## src/rtl/ofdm_frame_sequencer_if.sv

```systemverilog
// Per-sample streaming bus: 32-bit data with valid and packet delimiters.
// The producer of a stream uses the master modport, the consumer uses slave.
interface ofdm_frame_sequencer_if;
  logic [31:0] data;
  logic        valid;
  logic        startofpacket;
  logic        endofpacket;

  modport master (output data, output valid, output startofpacket, output endofpacket);
  modport slave  (input data, input valid, input startofpacket, input endofpacket);
endinterface

```

## src/rtl/ofdm_frame_sequencer.sv

```systemverilog
// Groups per-symbol samples from the symbol-sync block into frames of
// SYMBOLS_PER_FRAME symbols, checks symbol framing, runs a watchdog and drives
// the restart request back to the symbol-sync block.
module ofdm_frame_sequencer #(
  parameter int unsigned SYMBOLS_PER_FRAME = 8,
  parameter int unsigned SYMBOL_LENGTH     = 32,
  parameter int unsigned TIMEOUT_CYCLES    = 1024,
  parameter int unsigned GUARD_CYCLES      = 4
) (
  input  logic                          clock_clk,
  input  logic                          reset_reset,
  input  logic                          ctrl_enable,
  input  logic                          ctrl_abort,
  input  logic                          sync_pre_sampling,
  ofdm_frame_sequencer_if.slave         asi_in0,
  output logic                          sync_reset,
  ofdm_frame_sequencer_if.master        aso_out0,
  output logic                          frame_active,
  output logic                          err_timeout,
  output logic                          err_protocol,
  output logic [15:0]                   frame_count
);

  localparam logic [15:0] LastSample = 16'(SYMBOL_LENGTH - 1);
  localparam logic [7:0]  LastSymbol = 8'(SYMBOLS_PER_FRAME - 1);
  localparam logic [31:0] WdLimit    = 32'(TIMEOUT_CYCLES - 1);
  localparam logic [15:0] GuardLast  = 16'(GUARD_CYCLES - 1);

  typedef enum logic [2:0] {StIdle, StHunt, StFrame, StGuard, StResync} state_e;

  state_e      r_state, w_state_next;
  logic [15:0] r_samp_cnt, w_samp_cnt_next;
  logic [7:0]  r_sym_idx, w_sym_idx_next;
  logic        r_sym_open, w_sym_open_next;
  logic [31:0] r_wdog, w_wdog_next;
  logic [15:0] r_guard_cnt, w_guard_cnt_next;
  logic        r_abort_seen, w_abort_seen_next;
  logic [15:0] r_frame_cnt, w_frame_cnt_next;
  logic [31:0] r_out_data, w_out_data_next;
  logic        r_out_valid, w_out_valid_next;
  logic        r_out_sop, w_out_sop_next;
  logic        r_out_eop, w_out_eop_next;
  logic        r_err_to, w_err_to_next;
  logic        r_err_proto, w_err_proto_next;

  logic [15:0] w_idx;
  logic        w_take;
  logic        w_bad_sample;

  // Index of the incoming sample within its symbol; sop restarts the count.
  assign w_idx = asi_in0.startofpacket ? 16'd0 : r_samp_cnt + 16'd1;

  // Samples consumed: everything valid in FRAME, only a sop in HUNT.
  assign w_take = asi_in0.valid &&
                  ((r_state == StFrame) ||
                   (r_state == StHunt && ctrl_enable && asi_in0.startofpacket));

  // r_sym_open is set between a symbol's sop and its eop.
  assign w_bad_sample = (asi_in0.endofpacket && (w_idx != LastSample)) ||
                        (asi_in0.startofpacket && r_sym_open) ||
                        (!asi_in0.startofpacket && !r_sym_open);

  // Next-state, counters and registered outputs.
  always_comb begin
    w_state_next      = r_state;
    w_samp_cnt_next   = r_samp_cnt;
    w_sym_idx_next    = r_sym_idx;
    w_sym_open_next   = r_sym_open;
    w_wdog_next       = r_wdog;
    w_guard_cnt_next  = r_guard_cnt;
    w_abort_seen_next = r_abort_seen;
    w_frame_cnt_next  = r_frame_cnt;
    w_out_data_next   = r_out_data;
    w_out_valid_next  = 1'b0;
    w_out_sop_next    = 1'b0;
    w_out_eop_next    = 1'b0;
    w_err_to_next     = 1'b0;
    w_err_proto_next  = 1'b0;

    unique case (r_state)
      StIdle: begin
        if (ctrl_enable) w_state_next = StHunt;
      end
      StHunt: begin
        if (!ctrl_enable) begin
          w_state_next = StIdle;
        end else if (!w_take && sync_pre_sampling) begin
          if (r_wdog == WdLimit) begin
            w_err_to_next = 1'b1;
            w_state_next  = StResync;
          end else begin
            w_wdog_next = r_wdog + 32'd1;
          end
        end
      end
      StFrame: begin
        if (!w_take) begin
          if (r_wdog == WdLimit) begin
            w_err_to_next = 1'b1;
            w_state_next  = StResync;
          end else begin
            w_wdog_next = r_wdog + 32'd1;
          end
        end
      end
      StGuard, StResync: begin
        if (r_guard_cnt == GuardLast) begin
          if (ctrl_enable && !r_abort_seen) w_state_next = StHunt;
          else                              w_state_next = StIdle;
          w_abort_seen_next = 1'b0;
        end else begin
          w_guard_cnt_next = r_guard_cnt + 16'd1;
        end
      end
      default: w_state_next = StIdle;
    endcase

    if (w_take) begin
      w_wdog_next = 32'd0;
      if (w_bad_sample) begin
        w_err_proto_next = 1'b1;
        w_state_next     = StResync;
      end else begin
        w_out_valid_next = 1'b1;
        w_out_data_next  = asi_in0.data;
        w_out_sop_next   = asi_in0.startofpacket && (r_sym_idx == 8'd0);
        w_samp_cnt_next  = w_idx;
        w_sym_open_next  = !asi_in0.endofpacket;
        w_state_next     = StFrame;
        if (asi_in0.endofpacket) begin
          if (r_sym_idx == LastSymbol) begin
            w_out_eop_next   = 1'b1;
            w_frame_cnt_next = r_frame_cnt + 16'd1;
            w_state_next     = StGuard;
          end else begin
            w_sym_idx_next = r_sym_idx + 8'd1;
          end
        end
      end
    end

    // Abort overrides every other event, including a completing eop.
    if (ctrl_abort && (r_state != StIdle)) begin
      w_state_next      = StResync;
      w_abort_seen_next = 1'b1;
      w_guard_cnt_next  = 16'd0;
      w_frame_cnt_next  = r_frame_cnt;
      w_out_valid_next  = 1'b0;
      w_out_sop_next    = 1'b0;
      w_out_eop_next    = 1'b0;
      w_err_to_next     = 1'b0;
      w_err_proto_next  = 1'b0;
    end

    if (w_state_next != StFrame) begin
      w_samp_cnt_next = 16'd0;
      w_sym_idx_next  = 8'd0;
      w_sym_open_next = 1'b0;
    end
    if ((w_state_next != StHunt) && (w_state_next != StFrame)) w_wdog_next = 32'd0;
    if (w_state_next != r_state) w_guard_cnt_next = 16'd0;
  end

  // State and output registers with synchronous reset.
  always_ff @(posedge clock_clk) begin
    if (reset_reset) begin
      r_state      <= StIdle;
      r_samp_cnt   <= 16'd0;
      r_sym_idx    <= 8'd0;
      r_sym_open   <= 1'b0;
      r_wdog       <= 32'd0;
      r_guard_cnt  <= 16'd0;
      r_abort_seen <= 1'b0;
      r_frame_cnt  <= 16'd0;
      r_out_data   <= 32'd0;
      r_out_valid  <= 1'b0;
      r_out_sop    <= 1'b0;
      r_out_eop    <= 1'b0;
      r_err_to     <= 1'b0;
      r_err_proto  <= 1'b0;
    end else begin
      r_state      <= w_state_next;
      r_samp_cnt   <= w_samp_cnt_next;
      r_sym_idx    <= w_sym_idx_next;
      r_sym_open   <= w_sym_open_next;
      r_wdog       <= w_wdog_next;
      r_guard_cnt  <= w_guard_cnt_next;
      r_abort_seen <= w_abort_seen_next;
      r_frame_cnt  <= w_frame_cnt_next;
      r_out_data   <= w_out_data_next;
      r_out_valid  <= w_out_valid_next;
      r_out_sop    <= w_out_sop_next;
      r_out_eop    <= w_out_eop_next;
      r_err_to     <= w_err_to_next;
      r_err_proto  <= w_err_proto_next;
    end
  end

  assign sync_reset             = (r_state == StIdle) || (r_state == StGuard) ||
                                  (r_state == StResync);
  assign frame_active           = (r_state == StFrame);
  assign aso_out0.data          = r_out_data;
  assign aso_out0.valid         = r_out_valid;
  assign aso_out0.startofpacket = r_out_sop;
  assign aso_out0.endofpacket   = r_out_eop;
  assign err_timeout            = r_err_to;
  assign err_protocol           = r_err_proto;
  assign frame_count            = r_frame_cnt;

endmodule
```

## src/flat_wrapper.sv

```systemverilog
// flat-port wrapper written by rule: the top's interface ports become plain ports
module ofdm_frame_sequencer_flat 
#(
  parameter int unsigned SYMBOLS_PER_FRAME = 8,
  parameter int unsigned SYMBOL_LENGTH     = 32,
  parameter int unsigned TIMEOUT_CYCLES    = 1024,
  parameter int unsigned GUARD_CYCLES      = 4
)
  (clock_clk, reset_reset, ctrl_enable, ctrl_abort, sync_pre_sampling, sync_reset, frame_active, err_timeout, err_protocol, frame_count, asi_in0_data, asi_in0_valid, asi_in0_startofpacket, asi_in0_endofpacket, aso_out0_data, aso_out0_valid, aso_out0_startofpacket, aso_out0_endofpacket);
  ofdm_frame_sequencer_if asi_in0_i ();
  ofdm_frame_sequencer_if aso_out0_i ();
  input  logic clock_clk;
  input  logic reset_reset;
  input  logic ctrl_enable;
  input  logic ctrl_abort;
  input  logic sync_pre_sampling;
  output logic sync_reset;
  output logic frame_active;
  output logic err_timeout;
  output logic err_protocol;
  output logic [15:0] frame_count;
  input wire logic [$bits(asi_in0_i.data)-1:0] asi_in0_data;
  input wire logic [$bits(asi_in0_i.valid)-1:0] asi_in0_valid;
  input wire logic [$bits(asi_in0_i.startofpacket)-1:0] asi_in0_startofpacket;
  input wire logic [$bits(asi_in0_i.endofpacket)-1:0] asi_in0_endofpacket;
  output wire logic [$bits(aso_out0_i.data)-1:0] aso_out0_data;
  output wire logic [$bits(aso_out0_i.valid)-1:0] aso_out0_valid;
  output wire logic [$bits(aso_out0_i.startofpacket)-1:0] aso_out0_startofpacket;
  output wire logic [$bits(aso_out0_i.endofpacket)-1:0] aso_out0_endofpacket;
  assign asi_in0_i.data = asi_in0_data;
  assign asi_in0_i.valid = asi_in0_valid;
  assign asi_in0_i.startofpacket = asi_in0_startofpacket;
  assign asi_in0_i.endofpacket = asi_in0_endofpacket;
  assign aso_out0_data = aso_out0_i.data;
  assign aso_out0_valid = aso_out0_i.valid;
  assign aso_out0_startofpacket = aso_out0_i.startofpacket;
  assign aso_out0_endofpacket = aso_out0_i.endofpacket;
  ofdm_frame_sequencer #(.SYMBOLS_PER_FRAME(SYMBOLS_PER_FRAME), .SYMBOL_LENGTH(SYMBOL_LENGTH), .TIMEOUT_CYCLES(TIMEOUT_CYCLES), .GUARD_CYCLES(GUARD_CYCLES)) u_core (.clock_clk(clock_clk), .reset_reset(reset_reset), .ctrl_enable(ctrl_enable), .ctrl_abort(ctrl_abort), .sync_pre_sampling(sync_pre_sampling), .asi_in0(asi_in0_i), .sync_reset(sync_reset), .aso_out0(aso_out0_i), .frame_active(frame_active), .err_timeout(err_timeout), .err_protocol(err_protocol), .frame_count(frame_count));
endmodule
```

## config.mk

```make
export PLATFORM = sky130hd
export DESIGN_NAME = ofdm_frame_sequencer_flat
export DESIGN_NICKNAME = d
export VERILOG_FILES = /design/src/rtl/ofdm_frame_sequencer_if.sv /design/src/rtl/ofdm_frame_sequencer.sv /design/src/flat_wrapper.sv
export SDC_FILE = /design/constraint.sdc
export NUM_CORES = 1
export LEC_CHECK = 0
export ABC_AREA = 1
export ABC_CLOCK_PERIOD_IN_PS = 3600
export BUFFER_PORTS_ARGS = -buffer_cell sky130_fd_sc_hd__buf_2
export CORE_UTILIZATION = 45
export DETAILED_ROUTE_END_ITERATION = 8
export GPL_ROUTABILITY_DRIVEN = 0
export HOLD_SLACK_MARGIN = 0.03
export PLACE_DENSITY = 0.69
export SETUP_SLACK_MARGIN = 0.4
export SYNTH_ARGS = -nofsm -noshare
export SYNTH_HDL_FRONTEND = slang
export SYNTH_SLANG_ARGS = --single-unit
```

## constraint.sdc

```tcl
create_clock -name clock_clk -period 3.6 [get_ports clock_clk]
set_clock_uncertainty 0.15 [all_clocks]
set_input_delay 0.9 -clock clock_clk [delete_from_list [all_inputs] [get_ports clock_clk]]
set_output_delay 0.9 -clock clock_clk [all_outputs]
set_load 0.005 [all_outputs]
```

---- Word-level counts from Yosys, hierarchy flattened ----
Cells that the tools add are included.
storage, ports and cells
  bits in registers ....................... 130
  bits in latches ......................... 0
  memories kept ........................... 0
  input bits .............................. 40
  ROM bits ................................ 0
  RAM bits ................................ 0
operators by class
  bitwise gates (word level) .............. 6
  add/subtract/negate cells ............... 5
  multiply operators ...................... 0
  divide/modulo/power cells ............... 0
  equal/unequal tests ..................... 13
  $lt $le $gt $ge ......................... 0
  muxes and demuxes ....................... 28
  reductions and logical operators ........ 41
  shift-type cells ........................ 0
operator list
  operator                                                count
  two-way mux 32 bit                                      3
  one-hot mux 32 bit (2 select lines)                     1
  adder 16 x 1 -> 16 bit, second input constant           3
  adder 32 x 1 -> 32 bit, second input constant           1
  equality test 32 x 10 -> 1 bit, second input constant   1
  two-way mux 3 bit                                       9
  equality test 16 x 2 -> 1 bit, second input constant    1
  two-way mux 16 bit                                      1
  inequality test 16 x 5 -> 1 bit, second input constant  1
  two-way mux 1 bit                                       12
  one-hot mux 3 bit (4 select lines)                      1
  logical AND 1 bit                                       11
  OR reduction 3 bit                                      3
  adder 8 x 1 -> 8 bit, second input constant             1
  equality test 8 x 3 -> 1 bit, second input constant     1
  zero test 8 bit                                         1
  equality test 3 x 2 -> 1 bit, second input constant     2
  NOT 1 bit                                               6
  AND reduction 2 bit                                     3
  nonzero test 2 bit                                      3
  OR reduction 2 bit                                      3
  zero test 1 bit                                         5
  logical OR 1 bit                                        5
  AND reduction 5 bit                                     1
  13 further kinds                                        14

---- Depth between registers and ports, before layout ----
Gate-level depths: netlist of the first run.
  word-level depth ........................ 15
  mapped depth ............................ 18

---- Least setup slack after synthesis of the first run ----
OpenSTA, ideal clock, no wires.
  path kind ............................... in2reg
  start ................................... input port asi_in0_startofpacket
  end ..................................... register u_core.r_wdog[1]
  data required time ...................... 3.331 ns
  arrival ................................. 2.492 ns
  stages .................................. 15
  path buffers ............................ 2
  slack ................................... 0.839 ns
  cell sequence ........................... clkbuf_2 > inv_2 > nand2_1 > nor2_1 > nand4_1 > nor3_2 > nand3_1 > nand2_2 > nand2_4 > nand2_4 > nand2_4 > xnor2_2 > nand2_2 > buf_6 > nor2_2
between the ends
  word-level cells in the longest chain between the ends .. 13
  elaborated cells between the ends (all ways) .. 25
  classes of those cells .................. eq/ne: 4; mux: 7; reduce/logical: 14
RTL lines
  element                                                                           line                         text
  start, declared                                                                   flat_wrapper.sv:24           input wire logic [$bits(asi_in0_i.startofpacket)-1:0] asi_in0_startofpacket;
  logical AND 1 bit                                                                 ofdm_frame_sequencer.sv:56   (r_state == StHunt && ctrl_enable && asi_in0.startofpacket));
  logical OR 1 bit                                                                  ofdm_frame_sequencer.sv:55   ((r_state == StFrame) ||
  logical AND 1 bit                                                                 ofdm_frame_sequencer.sv:54   assign w_take = asi_in0.valid &&
  zero test 1 bit                                                                   ofdm_frame_sequencer.sv:87   end else if (!w_take && sync_pre_sampling) begin
  logical AND 1 bit                                                                 ofdm_frame_sequencer.sv:87
  two-way mux 3 bit                                                                 ofdm_frame_sequencer.sv:87
  two-way mux 3 bit                                                                 ofdm_frame_sequencer.sv:85   if (!ctrl_enable) begin
  one-hot mux 3 bit (4 select lines)                                                ofdm_frame_sequencer.sv:80   unique case (r_state)
  two-way mux 3 bit                                                                 ofdm_frame_sequencer.sv:118  if (w_take) begin
  two-way mux 3 bit                                                                 ofdm_frame_sequencer.sv:143  if (ctrl_abort && (r_state != StIdle)) begin
  inequality test 3 x 1 -> 1 bit or inequality test 3 x 2 -> 1 bit (tied branches)  ofdm_frame_sequencer.sv:160  if ((w_state_next != StHunt) && (w_state_next != StFrame)) w_wdog_next = 32'd0;
  logical AND 1 bit                                                                 ofdm_frame_sequencer.sv:160
  OR reduction 3 bit (no source line)                                               --
  end signal, assigned                                                              ofdm_frame_sequencer.sv:186  r_wdog <= w_wdog_next;
  end, declared                                                                     ofdm_frame_sequencer.sv:35   logic [31:0] r_wdog, w_wdog_next;
Parallel ways exist; a longest one is shown, timed or not.
A chain may end at the register's enable or synchronous reset.

---- Worst setup path after layout of the first run ----
  start ................................... register u_core.r_samp_cnt[0]
  end ..................................... register u_core.r_samp_cnt[1]
between the ends
  word-level cells in the longest chain between the ends .. 11
  elaborated cells between the ends (all ways) .. 13
  classes of those cells .................. add/sub: 1; eq/ne: 2; mux: 4; bitwise: 1; reduce/logical: 5
RTL lines
  element                              line                         text
  start, declared                      ofdm_frame_sequencer.sv:32   logic [15:0] r_samp_cnt, w_samp_cnt_next;
  start signal, assigned               ofdm_frame_sequencer.sv:183  r_samp_cnt <= w_samp_cnt_next;
  adder 16 x 1 -> 16 bit (*)           ofdm_frame_sequencer.sv:51   assign w_idx = asi_in0.startofpacket ? 16'd0 : r_samp_cnt + 16'd1;
  two-way mux 16 bit (*)               ofdm_frame_sequencer.sv:51
  inequality test 16 x 5 -> 1 bit      ofdm_frame_sequencer.sv:59   assign w_bad_sample = (asi_in0.endofpacket && (w_idx != LastSample)) ||
  logical AND 1 bit                    ofdm_frame_sequencer.sv:59
  logical OR 1 bit                     ofdm_frame_sequencer.sv:59
  logical OR 1 bit                     ofdm_frame_sequencer.sv:60   (asi_in0.startofpacket && r_sym_open) ||
  two-way mux 3 bit                    ofdm_frame_sequencer.sv:120  if (w_bad_sample) begin
  two-way mux 3 bit                    ofdm_frame_sequencer.sv:118
  two-way mux 3 bit                    ofdm_frame_sequencer.sv:143
  inequality test 3 x 2 -> 1 bit       ofdm_frame_sequencer.sv:155  if (w_state_next != StFrame) begin
  OR reduction 2 bit (no source line)  --
Every way passes the cells marked *; elsewhere a longest branch is shown, timed or not.

==> impl_results.md, run 1 <==
- CTS Buf Count: 17
- Area contributors post-synth: dfxtp_1 (36%), nand2_1 (9.5%), nor2_1 (7.9%)
- Global route overflow: 0
- Net switching power: 0.9528 mW
- Syn_nets: 1077
- Antenna Nets Post-Route: 0
- Boundary pin count: 95
- CP max FO: 50
- First-pass GRT wire length: 28.07 mm
- Worst Hold Class: register to register
- Maximum clock path buffer count: 2
- Area growth syn-to-layout: 16.97%
- Layout cells sized above 1: 0.1894
- CTS H-tree depth: 4
- Highest Clock Rate: 348.1 MHz
- Critical path class: register to register
- TritonCTS clock tree: done
- Initial antenna violation count: 0
- Finished Layout Cells: 1346
- WP data required: 3.77 ns
- Worst reg2reg endpoint: u_core.r_samp_cnt[1]$_SDFFE_PP0P_
- Post-synthesis xor/xnor area fraction: 0.06979
- Synthesized flop and latch total: 130
- # Post-CTS Setup Buffers: 0
- WL final: 16.43 mm
- Vias in the first global route: 6232
- Final worst setup slack: 0.7270 ns
- # diodes: 0
- Share of the synthesized area in the top cell type: 0.3647
- Max-cap violations: 0
- DR DRC count: 0
- Sw Ratio: 0.2806
- Endpoints failing hold: 0
- CP startpoint kind: register
- Crit share post-route: 0.7981
- Sequential element share of the synthesized area: 0.3647
- Drt wl/cell: 12.21 um
- Root buf cell: clkbuf_16
- Vias/cell: 4.963
- PortBufs: 94
- Setup violators final: 0
- Main synth FF type: dfxtp_1
- Design Power: 3.395 mW
- Top cells by count, synth: nand2_1 (181), nor2_1 (151), inv_1 (136)
- Leak: 3.318 nW
- Die area: 16360 sq um
- Cts repair resizes: 0
- Die Wd: 127.9 um
- Post-synth EDFFs: 0
- Starting Density: 0.4659
- DP Wirelength: 11.53 mm
- Post-cts hold buffer count: 0
- Cell Area, Synth: 7136 sq um
- Status: finished clean
- Crit path capture: u_core.r_samp_cnt[1]$_SDFFE_PP0P_
- Count leader, synth: nand2_1
- Inst Count DP: 1313
- Largest family of logic cells by synthesized area: simple AND/OR/NAND/NOR gates
- R2R cell count: 16
- Synthesis warning total: 0
- Post-Synth Adder-Cell Area: 0.01052
- Total Neg Setup Slack: 0 ns
- Iteration count of the initial detailed-routing pass: 5
- Placement Cell Area: 7769 sq um
- Simple-Gate Fraction of Synth Area: 0.3730
- Flop2flop setup slack: 0.73 ns
- Library cells used by synthesis: 41
- Crit path from: u_core.r_samp_cnt[0]$_SDFFE_PP0P_
- Cells after Synth: 1031
- GRT Resource Usage Total: 0.2107
- Avg Synthesized Cell Area: 6.921 sq um
- Row count: 45
- Maximum vdd drop: 407.0 uV
- RSZ-0062 raised after global routing: no
- Placement Setup Slack: 0.4314 ns
- Final min period: 2.873 ns
- Seq pwr share: 0.430
- CTS sink cnt: 130
- WP data arrival: 3.04 ns
- Final core occ: 0.5450
- Gate power share: 0.084
- Synth area leader: dfxtp_1
- R2R Path Start: u_core.r_samp_cnt[0]$_SDFFE_PP0P_
- Synth Area in Compound Gates: 0.08206
- Chip height: 127.9 um
- Power per Cell Area: 406.8 nW/um^2
- Clock network latency to the later pin of the worst-skew pair: 0.44 ns
- Largest net degree at the start of global routing: 51
- Nets@finish: 1168
- Hold slack: 0.3099 ns
- Post-synth ARST share: 0
- Core area: 15310 sq um
- Via Count: 6680
- Max-slew violation count: 0
- Crit end category: register
- Drt initial violations: 443
- Int Pwr: 2.442 mW
- Design area: 8347 sq um
- Clock share of power: 0.486
- Relative slew slack: 0.4059
- Clock transition at path regs: 0.07 ns
- Mux cell area share after synthesis: 0.001403
- Worst Tran Pin Value: 0.8912 ns
## layout by cell type (no fill, tap or decap), types with 8 or more instances in the layout
cell	count
a21oi_1	35
buf_2	94
clkbuf_16	17
dfxtp_1	130
inv_1	136
inv_2	8
nand2_1	181
nand2_2	8
nand3_1	47
nand4_1	44
nor2_1	151
nor2_2	35
nor3_1	39
nor3_2	15
nor4_1	12
o21ai_0	61
xnor2_1	8
xor2_1	47
## power groups by stage
stage	logic, mW	clock network (mW)	registers, mW
floorplan	0.217	0	1.49
global placement	0.280	0	1.49
detailed placement	0.282	0	1.49
CTS	0.283	1.68	1.46
global route	0.318	1.74	1.46
finish	0.286	1.65	1.46
## per-layer routing
metal,share of wire,routed length [um],track usage
met1,0.49,7988,0.2676
met5,0,0,0
met2,0.45,7341,0.3408
met3,0.057,944,0.06678
met4,0.0094,154,0.06298
## final cells by class
type	count	area (sq um)
inverter	145	544.3
clock buffer	17	425.4
tap	211	264.0
multi-input combinational	728	3842
sequential	130	2603
fill	1523	6968
clock inverter	15	140.1
timing repair buffer	100	528.0
## critical path: stages (launching register included)
cell	delay (ns)
dfxtp_1	0.36
ha_1	0.26
nand3_2	0.13
clkinv_1	0.20
nand3_1	0.14
nand2_1	0.07
nand3_1	0.08
nand2_1	0.05
nor2_1	0.13
nand3_1	0.11
nand2_2	0.12
nand2_4	0.09
nor2_4	0.12
buf_4	0.40
o21ai_0	0.15
o21ai_0	0.10
nor2_1	0.06
## sequential cells by signal, summed over array words and instances (netlist names)
signal	flops
u_core.r_guard_cnt	16
u_core.aso_out0.startofpacket	1
u_core.err_protocol	1
u_core.aso_out0.data	32
u_core.aso_out0.endofpacket	1
u_core.frame_count	16
u_core.r_state	3
u_core.r_sym_open	1
u_core.r_samp_cnt	16
u_core.aso_out0.valid	1
u_core.err_timeout	1
u_core.r_sym_idx	8
u_core.r_wdog	32
u_core.r_abort_seen	1
## how the worst min path moves through the flow
stage / startpoint / slack [ns] / end / cells past startpoint
2_1_floorplan: u_core.r_sym_open$_SDFFE_PP0P_ / 0.30 / u_core.r_sym_open$_SDFFE_PP0P_ / 2
3_3_place_gp: u_core.frame_count[8]$_SDFFE_PP0P_ / 0.30 / u_core.frame_count[8]$_SDFFE_PP0P_ / 2
3_5_place_dp: u_core.frame_count[8]$_SDFFE_PP0P_ / 0.30 / u_core.frame_count[8]$_SDFFE_PP0P_ / 2
4_1_cts: u_core.frame_count[8]$_SDFFE_PP0P_ / 0.32 / u_core.frame_count[8]$_SDFFE_PP0P_ / 2
5_1_grt: u_core.r_sym_open$_SDFFE_PP0P_ / 0.36 / u_core.r_sym_open$_SDFFE_PP0P_ / 2
6_report: u_core.frame_count[8]$_SDFFE_PP0P_ / 0.31 / u_core.frame_count[8]$_SDFFE_PP0P_ / 2
## kinds of logic after synthesis
kind of cell | Yosys count
DFF | 130
muxes | 1
buffers and inverters | 174
xor gates and xnor gates | 56
and+or+nand+nor | 553
AOI/OAI and AO/OA | 111
adders and majority gates | 6
Power figures use the tool's default switching activity.
==> run 2: changes to the inputs <==
ABC_CLOCK_PERIOD_IN_PS = 2400   (was 3600)
PLACE_DENSITY = 0.71   (was 0.69)
clock period = 2.4 ns   (was 3.6 ns; I/O delays follow)
==> run 2 against run 1 <==
The flow now finishes with violations (setup timing); worst setup slack worse by 0.89 ns; first-iteration DRC count is 18% higher; critical path depth is 1 higher; global-route usage is 3.9 points higher; combinational power grew to 2.7 times the previous value; largest cell class unchanged; highest routed layer unchanged.
==> impl_results.md, run 2 (synthesis gave the netlist of run 1 again) <==
- Highest Clock Rate: 389.7 MHz
- Root buf cell: clkbuf_16
- CTS sink cnt: 130
- First-pass GRT wire length: 32.84 mm
- Inst Count DP: 1405
- WP data required: 2.61 ns
- Maximum vdd drop: 583.0 uV
- Vias/cell: 5.134
- Relative slew slack: 0.6660
- WP data arrival: 2.78 ns
- Leak: 4.227 nW
- Antenna Nets Post-Route: 0
- Post-cts hold buffer count: 0
- Die area: 16360 sq um
- PortBufs: 94
- Boundary pin count: 95
- Fill cell count: 1169
- Global route overflow: 0
- # diodes: 0
- Via Count: 7593
- CP startpoint kind: register
- Crit end category: register
- Drt wl/cell: 14.28 um
- Final min period: 2.566 ns
- Max-cap violations: 0
- Final worst setup slack: -0.1663 ns
- Worst-path cell with the longest stage delay: dfxtp_2
- Hold slack: 0.2229 ns
- Crit-path cells: ha_4, nand3_4, inv_4, buf_6, nand3b_1, nand2_1, nand3_1, nand2_1, nor2_2, nand3_2, nand2_4, nand2_4, nor2_4, buf_12, buf_12, nand4_1, a21oi_2
- Crit share post-route: 1.069
- Total Neg Setup Slack: -10.82 ns
- Worst Hold Class: primary input to register
- Commonest non-fill, non-tap cell in the layout: nand2_1
- Failing checks: setup timing
- Clock transition at path regs: 0.07 ns
- RSZ-0062 raised after global routing: yes
- Die Wd: 127.9 um
- Worst Tran Pin Value: 0.4964 ns
- Area growth syn-to-layout: 46.59%
- CP max stage delay: 0.34 ns
- Leading cell types in the layout, fill and taps excluded: nand2_1 (169), inv_1 (133), dfxtp_1 (121), nor2_1 (104), buf_4 (98)
- Initial antenna violation count: 0
- CTS Buf Count: 17
- Placement Cell Area: 8584 sq um
- Vias in the first global route: 7214
- WL final: 21.12 mm
- Row count: 45
- Starting Density: 0.4659
- CTS H-tree depth: 4
- Endpoints failing hold: 0
- Chip height: 127.9 um
- Clock network latency to the later pin of the worst-skew pair: 0.44 ns
- Max-slew violation count: 0
- Largest net degree at the start of global routing: 43
- Drt initial violations: 522
- GRT Resource Usage Total: 0.2497
- Iteration count of the initial detailed-routing pass: 5
- Placement Setup Slack: -0.1916 ns
- TritonCTS clock tree: done
- CP max FO: 13
- DP Wirelength: 12.78 mm
- Power per Cell Area: 527.3 nW/um^2
- Core area: 15310 sq um
- Finished Layout Cells: 1479
- Setup violators final: 114
- Design area: 10460 sq um
- Critical path class: register to register
- Maximum clock path buffer count: 2
- Layout cells sized above 1: 0.3817
- Nets@finish: 1301
- Status: finished with violations
- Final core occ: 0.6830
- Design Power: 5.516 mW
- DR DRC count: 0
[run 2: changes by cell type in the layout (fill, tap and decap cells not counted), sizes merged]
| cell | change |
|---|---|
| buf | +130 |
| bufinv | +1 |
| clkbuf | +3 |
| clkinv | +2 |
| clkinvlp | -1 |
| inv | -1 |
| nand4 | -1 |
[run 2: where the power goes]
part | switching, mW | leakage, nW | internal, mW
clock network | 1.11 | 0.277 | 1.45
registers | 0.0161 | 1.05 | 2.18
logic | 0.442 | 2.90 | 0.320
[run 2: per-layer routing]
layer | GRT usage | wire length (um) | part of all wire | vias to the layer above
met3 | 0.06970 | 1079 | 0.051 | 48
met4 | 0.07543 | 493 | 0.023 | 0
met1 | 0.2901 | 8786 | 0.42 | 3555
met2 | 0.4444 | 10760 | 0.51 | 230
met5 | 0 | 0 | 0 | -
li1 | - | - | - | 3760
[run 2: worst max-delay path: cells and delay by family (launching register included)]
family	cells	cell delay (ns)
AND/OR/NAND/NOR	11	1.15
buffers and inverters	4	0.48
adder cells (fa/ha/maj)	1	0.17
flip-flops	1	0.34
AO/OA/AOI/OAI	1	0.19
[run 2: worst paths after layout]
kind                                                 to                                from  cells past startpoint  slack, ns
setup / recovery      u_core.r_samp_cnt[5]$_SDFFE_PP0P_   u_core.r_samp_cnt[1]$_SDFFE_PP0P_                     17      -0.17
hold reg to reg      u_core.frame_count[8]$_SDFFE_PP0P_  u_core.frame_count[8]$_SDFFE_PP0P_                      2       0.32
setup reg to reg      u_core.r_samp_cnt[5]$_SDFFE_PP0P_   u_core.r_samp_cnt[1]$_SDFFE_PP0P_                     17      -0.17
hold / removal    u_core.aso_out0.data[22]$_SDFFE_PP0P_                    asi_in0_data[22]                      3       0.22
[run 2: layout make-up]
cell class,instances,area [sq um],share of cell area
Multi-Input combinational cell,727,4529,0.4330
Timing Repair inverter,1,8.758,0.0008373
Clock inverter,15,148.9,0.01423
Inverter,145,576.8,0.05514
Timing Repair Buffer,233,1888,0.1805
Sequential cell,130,2619,0.2504
Clock buffer,17,425.4,0.04067
Tap cell,211,264.0,0.02524
[run 2: repair_timing]
item                       4_1_cts  5_1_grt
buffers inserted                23        8
pin swaps                       27       35
setup endpoints to repair      131      131
gates cloned                     7        4
hold endpoints to repair         0        0
gates resized for setup        141      107
==> run 3: changes to the inputs <==
ABC_CLOCK_PERIOD_IN_PS = 2600   (was 2400)
PLACE_DENSITY = 0.69   (was 0.71)
clock period = 2.6 ns   (was 2.4 ns; I/O delays follow)
==> run 3 against run 2 <==
The run still ends with setup timing left; sequential power fell by 7%; count of clock-buffer cells in the layout up 1; via count decreased by 1.9%; non-clock buffer count fell by 35; worst hold slack better by 0.052 ns; routed wire length is 0.18% lower; worst setup slack improved by 0.10 ns; combinational power decreased by 20%; cell count down 2.4%; sequential share of layout area up 0.83 points; core utilization decreased by 1.9 points; critical endpoint is now u_core.r_samp_cnt[6]$_SDFFE_PP0P_.
==> impl_results.md, run 3 (synthesis gave the netlist of run 1 again) <==
- Boundary pin count: 95
- Relative slew slack: 0.6543
- Crit share post-route: 1.024
- Worst-path cell with the longest stage delay: dfxtp_2
- DP Wirelength: 12.28 mm
- Final worst setup slack: -0.06286 ns
- Final min period: 2.663 ns
- CP max FO: 4
- Clock transition at path regs: 0.07 ns
- Initial antenna violation count: 0
- Leading cell types in the layout, fill and taps excluded: nand2_1 (162), inv_1 (133), nor2_1 (130), dfxtp_1 (114), buf_2 (94)
- First-pass GRT wire length: 32.35 mm
- Crit-path cells: ha_4, nand3_4, nor2_4, nand2_2, buf_6, buf_4, buf_4, buf_4, buf_4, buf_4, buf_4, buf_6, buf_6, buf_6, buf_6, nand4_1, a21oi_2
- Starting Density: 0.4659
- Die Wd: 127.9 um
- Chip height: 127.9 um
- DR DRC count: 0
- Maximum vdd drop: 541.2 uV
- CTS H-tree depth: 4
- Largest net degree at the start of global routing: 43
- RSZ-0062 raised after global routing: yes
- Nets@finish: 1266
- Finished Layout Cells: 1444
- Crit-path leading delay family: buffers and inverters
- Hold slack: 0.2746 ns
- PortBufs: 94
- Drt wl/cell: 14.60 um
- Clock network latency to the later pin of the worst-skew pair: 0.44 ns
- Status: finished with violations
- TritonCTS clock tree: done
- Root buf cell: clkbuf_16
- Antenna Nets Post-Route: 0
- Vias/cell: 5.159
- Design area: 10170 sq um
- Design Power: 5.051 mW
- Total Neg Setup Slack: -2.613 ns
- GRT Resource Usage Total: 0.2454
- CP startpoint kind: register
- CTS sink cnt: 130
- Leak: 4.132 nW
- Setup violators final: 100
- Global route overflow: 0
- Maximum clock path buffer count: 2
- Vias in the first global route: 6937
- CP max stage delay: 0.37 ns
- Layout cells sized above 1: 0.3512
- Row count: 45
- Drt initial violations: 447
- WL final: 21.08 mm
- Commonest non-fill, non-tap cell in the layout: nand2_1
- Critical path class: register to register
- Crit end category: register
- WP data arrival: 2.83 ns
- Iteration count of the initial detailed-routing pass: 5
- Failing checks: setup timing
- CTS Buf Count: 17
- Via Count: 7450
- Critical path buffers and inverters: 11
- Fill cell count: 1248
- Max-slew violation count: 0
- Most frequent cell on the critical path: buf_4
- Area growth syn-to-layout: 42.49%
- Worst Tran Pin Value: 0.5168 ns
- Inst Count DP: 1350
- WP data required: 2.77 ns
- Power per Cell Area: 496.8 nW/um^2
- Highest Clock Rate: 375.5 MHz
- Placement Cell Area: 8169 sq um
- Die area: 16360 sq um
- Worst Hold Class: primary input to register
- Endpoints failing hold: 0
- # diodes: 0
- Max-cap violations: 0
- Core area: 15310 sq um
## run 3: changes by cell type in the layout (fill, tap and decap cells not counted), moves of 7 or more
cell / previous run / this run
o21ai_1: 16 / 8
nor2_1: 104 / 130
nor2_2: 57 / 47
nand2_1: 169 / 162
nor3_4: 3 / 10
o21ai_0: 34 / 44
nand2_2: 12 / 22
buf_4: 98 / 62
nor2_4: 28 / 12
dfxtp_1: 121 / 114
## run 3: final timing paths
path	end	from	slack, ns	cells after the start
worst max-delay path	u_core.r_samp_cnt[6]$_SDFFE_PP0P_	u_core.r_samp_cnt[1]$_SDFFE_PP0P_	-0.06	17
worst min-delay path	u_core.aso_out0.data[26]$_SDFFE_PP0P_	asi_in0_data[26]	0.27	3
worst max register to register	u_core.r_samp_cnt[6]$_SDFFE_PP0P_	u_core.r_samp_cnt[1]$_SDFFE_PP0P_	-0.06	17
worst min register to register	u_core.frame_count[1]$_SDFFE_PP0P_	u_core.frame_count[1]$_SDFFE_PP0P_	0.32	2
## run 3: cell type report
type / count / area, sq um / share of cell area
repair buffers: 198 / 1688 / 0.1660
inverters: 145 / 563.0 / 0.05538
multi-input cells: 728 / 4427 / 0.4354
clock inverters: 14 / 156.4 / 0.01538
well taps: 211 / 264.0 / 0.02597
clock buffers: 18 / 439.2 / 0.04319
flip-flops and latches: 130 / 2630 / 0.2587
## run 3: worst min-delay path, stage by stage
cell and delay, ns:
buf_2 0.07, nor2_1 0.03, nor2_1 0.06
## run 3: power by group
part / total (mW) / switching [mW] / leakage (nW) / internal, mW
registers: 2.03 / 0.0182 / 1.06 / 2.01
logic: 0.608 / 0.367 / 2.80 / 0.241
clock network: 2.42 / 0.973 / 0.279 / 1.44
## run 3: what timing repair did
| item | 4_1_cts | 5_1_grt |
|---|---|---|
| hold buffers | 0 | 0 |
| resized for setup | 77 | 124 |
| pin swaps | 31 | 48 |
| cloned | 6 | 7 |
| endpoints found under the setup margin | 128 | 130 |
| setup buffers | 43 | 6 |
## run 3: per-stage QoR
step | utilization | setup WS, ns
after global routing | 0.6639 | -0.1626
after CTS | 0.6221 | 0.08621
final | 0.6639 | -0.06286
after detailed placement | 0.5334 | -0.09405
after global placement | 0.5334 | -0.02219
after floorplan | - | 0.1925
## run 3: routing by layer
metal,GRT usage,part of all wire
met1,0.2967,0.42
met2,0.4127,0.50
met3,0.06135,0.053
met4,0.1066,0.028
met5,0,0
